--- config.mk ---
export PLATFORM = sky130hd
export DESIGN_NAME = handshake_pipe_cfg
export DESIGN_NICKNAME = d
export VERILOG_FILES = /design/src/rtl/handshake_pkg.sv /design/src/rtl/handshake_slice.sv /design/src/rtl/handshake_pipe_cfg.sv
export SDC_FILE = /design/constraint.sdc
export NUM_CORES = 1
export LEC_CHECK = 0
export CAP_MARGIN = 20
export CORE_MARGIN = 2
export CORE_UTILIZATION = 50
export CTS_BUF_LIST = sky130_fd_sc_hd__clkbuf_16
export CTS_CLUSTER_SIZE = 10
export DETAILED_ROUTE_END_ITERATION = 12
export GPL_TIMING_DRIVEN = 0
export PLACE_DENSITY = 0.8
export SETUP_SLACK_MARGIN = 0.05
export SLEW_MARGIN = 5
export SYNTH_ARGS = -nofsm -noshare
export SYNTH_HDL_FRONTEND = slang
export SYNTH_SLANG_ARGS = --single-unit
--- constraint.sdc ---
create_clock -name clk -period 4.95 [get_ports clk]
set_clock_uncertainty 0.15 [all_clocks]
set_input_delay 0.495 -clock clk [delete_from_list [all_inputs] [get_ports clk]]
set_output_delay 0.495 -clock clk [all_outputs]
set_load 0.02 [all_outputs]
--- src/rtl/handshake_pkg.sv ---
// rtl/handshake_pkg.sv - shared mode constants and capacity helper for the configurable handshake pipe
package handshake_pkg;

    localparam int MODE_PASS  = 0;
    localparam int MODE_VALID = 1;
    localparam int MODE_READY = 2;
    localparam int MODE_BOTH  = 3;

    // Number of beats one slice of the given cut type can hold
    function automatic int slice_capacity(input int mode);
        case (mode)
            MODE_PASS:              return 0;
            MODE_VALID, MODE_READY: return 1;
            default:                return 2;
        endcase
    endfunction

endpackage

--- src/rtl/handshake_slice.sv ---
// rtl/handshake_slice.sv - one valid/ready timing cut selected by MODE, with flush and held count
module handshake_slice
    import handshake_pkg::*;
#(
    parameter int DATA_W = 32,
    parameter int MODE   = MODE_BOTH
) (
    input  logic              clk,
    input  logic              rst_n,
    input  logic              flush,
    input  logic              master_valid,
    input  logic [DATA_W-1:0] master_data,
    output logic              master_ready,
    output logic              slave_valid,
    output logic [DATA_W-1:0] slave_data,
    input  logic              slave_ready,
    output logic [1:0]        count
);

    if (MODE == MODE_PASS) begin : g_pass
        // No state: the slice is a pair of wires
        assign slave_valid  = master_valid;
        assign slave_data   = master_data;
        assign master_ready = slave_ready;
        assign count        = 2'd0;

        logic unused;
        assign unused = ^{clk, rst_n, flush};

    end else if (MODE == MODE_VALID) begin : g_valid
        logic              out_valid;
        logic [DATA_W-1:0] out_data;

        // Ready is combinational from downstream so the slice streams at full rate
        assign master_ready = ~out_valid | slave_ready;
        assign slave_valid  = out_valid;
        assign slave_data   = out_data;
        assign count        = {1'b0, out_valid};

        // Forward register: load on upstream transfer, empty on downstream transfer without refill
        always_ff @(posedge clk or negedge rst_n) begin
            if (!rst_n) begin
                out_valid <= 1'b0;
                out_data  <= '0;
            end else if (flush) begin
                out_valid <= 1'b0;
            end else if (master_valid && master_ready) begin
                out_valid <= 1'b1;
                out_data  <= master_data;
            end else if (slave_ready) begin
                out_valid <= 1'b0;
            end
        end

    end else if (MODE == MODE_READY) begin : g_ready
        logic              skid_valid;
        logic [DATA_W-1:0] skid_data;

        // Ready comes straight from a flop; valid/data bypass the skid when it is empty
        assign master_ready = ~skid_valid;
        assign slave_valid  = master_valid | skid_valid;
        assign slave_data   = skid_valid ? skid_data : master_data;
        assign count        = {1'b0, skid_valid};

        // Skid register: catch a beat the downstream refused, release it once taken
        always_ff @(posedge clk or negedge rst_n) begin
            if (!rst_n) begin
                skid_valid <= 1'b0;
                skid_data  <= '0;
            end else if (flush) begin
                skid_valid <= 1'b0;
            end else if (skid_valid) begin
                if (slave_ready) begin
                    skid_valid <= 1'b0;
                end
            end else if (master_valid && !slave_ready) begin
                skid_valid <= 1'b1;
                skid_data  <= master_data;
            end
        end

    end else begin : g_both
        logic              main_valid;
        logic [DATA_W-1:0] main_data;
        logic              skid_valid;
        logic [DATA_W-1:0] skid_data;
        logic              take_in;
        logic              take_out;

        // Both directions leave from flops; the skid absorbs the beat in flight when ready drops
        assign master_ready = ~skid_valid;
        assign slave_valid  = main_valid;
        assign slave_data   = main_data;
        assign count        = {1'b0, main_valid} + {1'b0, skid_valid};
        assign take_in      = master_valid & ~skid_valid;
        assign take_out     = main_valid & slave_ready;

        // Two-entry buffer: main feeds downstream, skid refills main when main is consumed
        always_ff @(posedge clk or negedge rst_n) begin
            if (!rst_n) begin
                main_valid <= 1'b0;
                main_data  <= '0;
                skid_valid <= 1'b0;
                skid_data  <= '0;
            end else if (flush) begin
                main_valid <= 1'b0;
                skid_valid <= 1'b0;
            end else if (take_out) begin
                if (skid_valid) begin
                    main_data  <= skid_data;
                    skid_valid <= 1'b0;
                end else if (take_in) begin
                    main_data  <= master_data;
                end else begin
                    main_valid <= 1'b0;
                end
            end else if (take_in) begin
                if (!main_valid) begin
                    main_valid <= 1'b1;
                    main_data  <= master_data;
                end else begin
                    skid_valid <= 1'b1;
                    skid_data  <= master_data;
                end
            end
        end
    end

endmodule

--- src/rtl/handshake_pipe_cfg.sv ---
// rtl/handshake_pipe_cfg.sv - chain of STAGES handshake slices with flush gating and occupancy count
module handshake_pipe_cfg
    import handshake_pkg::*;
#(
    parameter  int DATA_W = 32,
    parameter  int STAGES = 1,
    parameter  int MODE   = MODE_BOTH,
    localparam int CNT_W  = $clog2(2*STAGES+1)
) (
    input  logic              clk,
    input  logic              rst_n,
    input  logic              flush,
    input  logic              master_valid,
    input  logic [DATA_W-1:0] master_data,
    output logic              master_ready,
    output logic              slave_valid,
    output logic [DATA_W-1:0] slave_data,
    input  logic              slave_ready,
    output logic [CNT_W-1:0]  occupancy
);

    localparam int CAPACITY = STAGES * slice_capacity(MODE);

    // Each stage keeps its own link signals so the backward ready chain is not one vector
    for (genvar k = 0; k < STAGES; k++) begin : g_slice
        logic              mv;
        logic [DATA_W-1:0] md;
        logic              mr;
        logic              sv;
        logic [DATA_W-1:0] sd;
        logic              sr;
        logic [1:0]        cnt;
        logic [CNT_W-1:0]  acc;

        // Outer ports are gated by flush so nothing moves while the pipe is being emptied
        if (k == 0) begin : g_head
            assign mv  = master_valid & ~flush;
            assign md  = master_data;
            assign acc = CNT_W'(cnt);
        end else begin : g_link
            assign mv  = g_slice[k-1].sv;
            assign md  = g_slice[k-1].sd;
            assign acc = g_slice[k-1].acc + CNT_W'(cnt);
        end

        if (k == STAGES-1) begin : g_tail
            assign sr = slave_ready & ~flush;
        end else begin : g_mid
            assign sr = g_slice[k+1].mr;
        end

        handshake_slice #(
            .DATA_W (DATA_W),
            .MODE   (MODE)
        ) u_slice (
            .clk          (clk),
            .rst_n        (rst_n),
            .flush        (flush),
            .master_valid (mv),
            .master_data  (md),
            .master_ready (mr),
            .slave_valid  (sv),
            .slave_data   (sd),
            .slave_ready  (sr),
            .count        (cnt)
        );
    end

    assign master_ready = g_slice[0].mr & ~flush;
    assign slave_valid  = g_slice[STAGES-1].sv & ~flush;
    assign slave_data   = g_slice[STAGES-1].sd;
    assign occupancy    = g_slice[STAGES-1].acc;

    // The held count can never exceed what the chain is able to store
    a_occ_bound : assert property (@(posedge clk) disable iff (!rst_n)
        occupancy <= CNT_W'(CAPACITY));

endmodule

==> results.toml <==
[timing]
rsz_0062_raised_after_global_routing = "no"
tightest_slew_ns = 0.811
fin_crit_ns = 2.47
post_route_hold_slack_ns = 0.124
period_utilisation_layout = 0.499
final_hold_violations = 0
setup_violations_final = 0
setup_total_negative_slack_ns = 0
timing.slew.headroom = 0.460
max_freq_mhz = 405
maxSlewViolCount = 0

[die]
die-width_um = 81.9
num_io_pins = 73
floorplan.rows = 28
die_area_mm2 = 0.00670
placeableCoreArea_mm2 = 0.00589
start_util = 0.515
floorplan.die.height_um = 81.9

[drt]
average_detailed_routed_wire_length_per_instance_um = 16.4
post-route-drc-count = 0
met2_layer_wire_length_in_the_routed_design_um = 2760
route.vias.total = 1769
viasPerCell = 5.10
drtPass1Iterations = 4
met3RoutedLength_um = 331
wire_length_on_met1_um = 2570
iteration_0_drc_markers = 51
top_signal_layer_used = "met4"
antenna_violating_nets_post_route = 0
overall_routed_net_length_um = 5690

[cts]
clock_latency_ns = 0.32
cts_tree = "done"
postCtsResizedCells = 0
worst_setup_hold_path_clk_slew_ns = 0.05
max-clock-path-buffers = 2
cts_post_setup_buffers_inserted = 0
cts_inserted_buffers = 9
h-tree-depth = 3
ctsHoldBuffers = 0
cts_root_buf = "sky130_fd_sc_hd__clkbuf_16"
clkSinkCount = 66

[yosys]
synthesis.nets = 223
yosysTopAreaCell = "sky130_fd_sc_hd__dfrtp_1"
post-synth-top-area-fraction = 0.545
syn-mean-instance-area_um2 = 16.4
yosys.cell_count.top_type = "sky130_fd_sc_hd__dfrtp_1"
synth.area.top_cells = "sky130_fd_sc_hd__dfrtp_1 55%, sky130_fd_sc_hd__mux2_1 18%, sky130_fd_sc_hd__mux2_4 15%, sky130_fd_sc_hd__mux2_2 6.7%, sky130_fd_sc_hd__buf_6 1.1%"
ys_ff_latch = 66
ys.flop_type = "sky130_fd_sc_hd__dfrtp_1"
asyncSetResetFlopFracSynth = 1.00
synth.yosys.warnings = 0
synth_area_mm2 = 0.00303
synth_enable_flop_cells = 0
synth_instances = 185
seq_area_frac_synth = 0.545
top_cell_types_by_occurrence_after_synthesis = "66 x sky130_fd_sc_hd__dfrtp_1, 48 x sky130_fd_sc_hd__mux2_1, 30 x sky130_fd_sc_hd__mux2_4"
netlist-cell-type-count = 18

[setup_path]
crit_buf_inv = 2
criticalPathCategory = "input pin to output pin"
crit_arrival_ns = 1.83
critPathMaxStageDelay_ns = 0.62
worstPathCellList = "clkdlybuf4s50_1 > nor2b_1 > clkdlybuf4s50_1"
critical-path-top-cell-by-count = "sky130_fd_sc_hd__clkdlybuf4s50_1"
cpMaxStageDelayCell = "sky130_fd_sc_hd__clkdlybuf4s50_1"
critPathCaptureType = "output pin"
crit_family = "buffers and inverters"
cp.required_ns = 4.30
worst_setup_path_start_kind = "input pin"
worstPathMaxFanout = 6

[final_layout]
post_route_cells_drive_above_1_share = 0.265
finish.instance_area_mm2 = 0.00409
num_antenna_cells = 0
postLayoutCoreUtil = 0.696
areaGrowthSynthToFinish_pct = 35.1
fin_nets = 306

[run_status]
run_status = "completed"

[flow_run]
drv_cap = 0

[grt]
grtUsageTotal = 0.181
grt_pass1_wl_um = 8880
grt_overflow_total = 0
grt_antenna_before_repair = 0
first_global_vias = 1889
grt_start_max_net_pins = 67

[power_and_ir_drop]
power_leakage_nw = 1.80
power_per_cell_area_mw_per_mm2 = 414
ir_drop_v = 0.000246

[placed_design]
placer_congestion_estimate = 0.734
placement.io_buffers = 72
dpl-instance-area_mm2 = 0.00384
detailedPlacementHpwl_um = 3830

[hold_path]
holdCritPathClass = "input pin to async pin"
## report_power, final
part / switching, mW / total [mW] / internal [mW]
Sequential: 0.0656 / 0.737 / 0.671
Clock: 0.205 / 0.532 / 0.327
Combinational: 0.173 / 0.428 / 0.255
Total: 0.444 / 1.70 / 1.25
## worst register-to-register path: stages, from the launching register on
cell and delay (ns):
sky130_fd_sc_hd__dfrtp_1 0.44, sky130_fd_sc_hd__nor2b_1 0.19, sky130_fd_sc_hd__a2111oi_4 0.60, sky130_fd_sc_hd__buf_6 0.27, sky130_fd_sc_hd__mux2_4 0.32
## cell type report
class,instances,area [um2]
buffer,9,71.3
fill,442,1790
clock buffer,9,225
timing repair buffer,72,718
clock inverter,6,26.3
tap,75,93.8
sequential,66,1650
inverter,1,3.75
multi-input combinational,109,1300
## metrics by stage
| step | power (mW) | worst slack [ns] | std cells |
|---|---|---|---|
| after CTS | 1.72 | 2.47 | 347 |
| after floorplan | 0.973 | 2.93 | 185 |
| final | 1.70 | 2.48 | 347 |
| after global routing | 1.79 | 2.45 | 347 |
| after detailed placement | 1.18 | 2.30 | 332 |
| after global placement | 1.16 | 0.965 | 332 |
## cell families after synthesis
| kind of cell | count (synthesis) | synth area share |
|---|---|---|
| mux | 96 | 0.394 |
| flops | 66 | 0.545 |
| buf+inv | 10 | 0.0248 |
| simple gates | 7 | 0.0157 |
| compound gates | 5 | 0.0165 |
| fa+ha+maj | 1 | 0.00413 |
## sequential cells by signal (all words and copies together) (netlist names)
| register | flops |
|---|---|
| g_slice.u_slice.slave_valid | 1 |
| g_slice.u_slice.g_both.skid_data | 32 |
| g_slice.u_slice.g_both.skid_valid | 1 |
| g_slice.u_slice.slave_data | 32 |
## worst paths after layout
path                                                                        to  cells after the start                                                start  slack, ns
setup / recovery                                                   slave_valid                      3                                                flush       2.48
hold / removal                g_slice[0].u_slice.g_both.skid_valid$_DFFE_PN0P_                      1                                                rst_n       0.12
setup reg to reg                 g_slice[0].u_slice.slave_data[29]$_DFFE_PN0P_                      4     g_slice[0].u_slice.g_both.skid_valid$_DFFE_PN0P_       2.86
hold reg to reg            g_slice[0].u_slice.g_both.skid_data[12]$_DFFE_PN0P_                      1  g_slice[0].u_slice.g_both.skid_data[12]$_DFFE_PN0P_       0.33
max in group asynchronous  g_slice[0].u_slice.g_both.skid_data[28]$_DFFE_PN0P_                      1                                                rst_n       4.00
min in group clk           g_slice[0].u_slice.g_both.skid_data[12]$_DFFE_PN0P_                      1  g_slice[0].u_slice.g_both.skid_data[12]$_DFFE_PN0P_       0.33
## routing by layer
layer  vias to the layer above  GRT usage
li1                        836          -
met1                       886      0.221
met2                        43      0.296
met3                         4     0.0670
met4                         0     0.0600
met5                         -          0
## layout by cell type (no fill, tap or decap), types with 2 or more instances in the layout
master,instances
sky130_fd_sc_hd__nor2_1,2
sky130_fd_sc_hd__mux2_2,18
sky130_fd_sc_hd__nor2b_1,2
sky130_fd_sc_hd__clkdlybuf4s50_1,71
sky130_fd_sc_hd__mux2_1,48
sky130_fd_sc_hd__clkinv_2,3
sky130_fd_sc_hd__buf_2,3
sky130_fd_sc_hd__inv_1,2
sky130_fd_sc_hd__a21oi_1,2
sky130_fd_sc_hd__clkinv_1,2
sky130_fd_sc_hd__buf_4,4
sky130_fd_sc_hd__mux2_4,30
sky130_fd_sc_hd__dfrtp_1,66
sky130_fd_sc_hd__buf_6,3
sky130_fd_sc_hd__clkbuf_16,9
No activity file was read; power rests on OpenSTA's default activity.
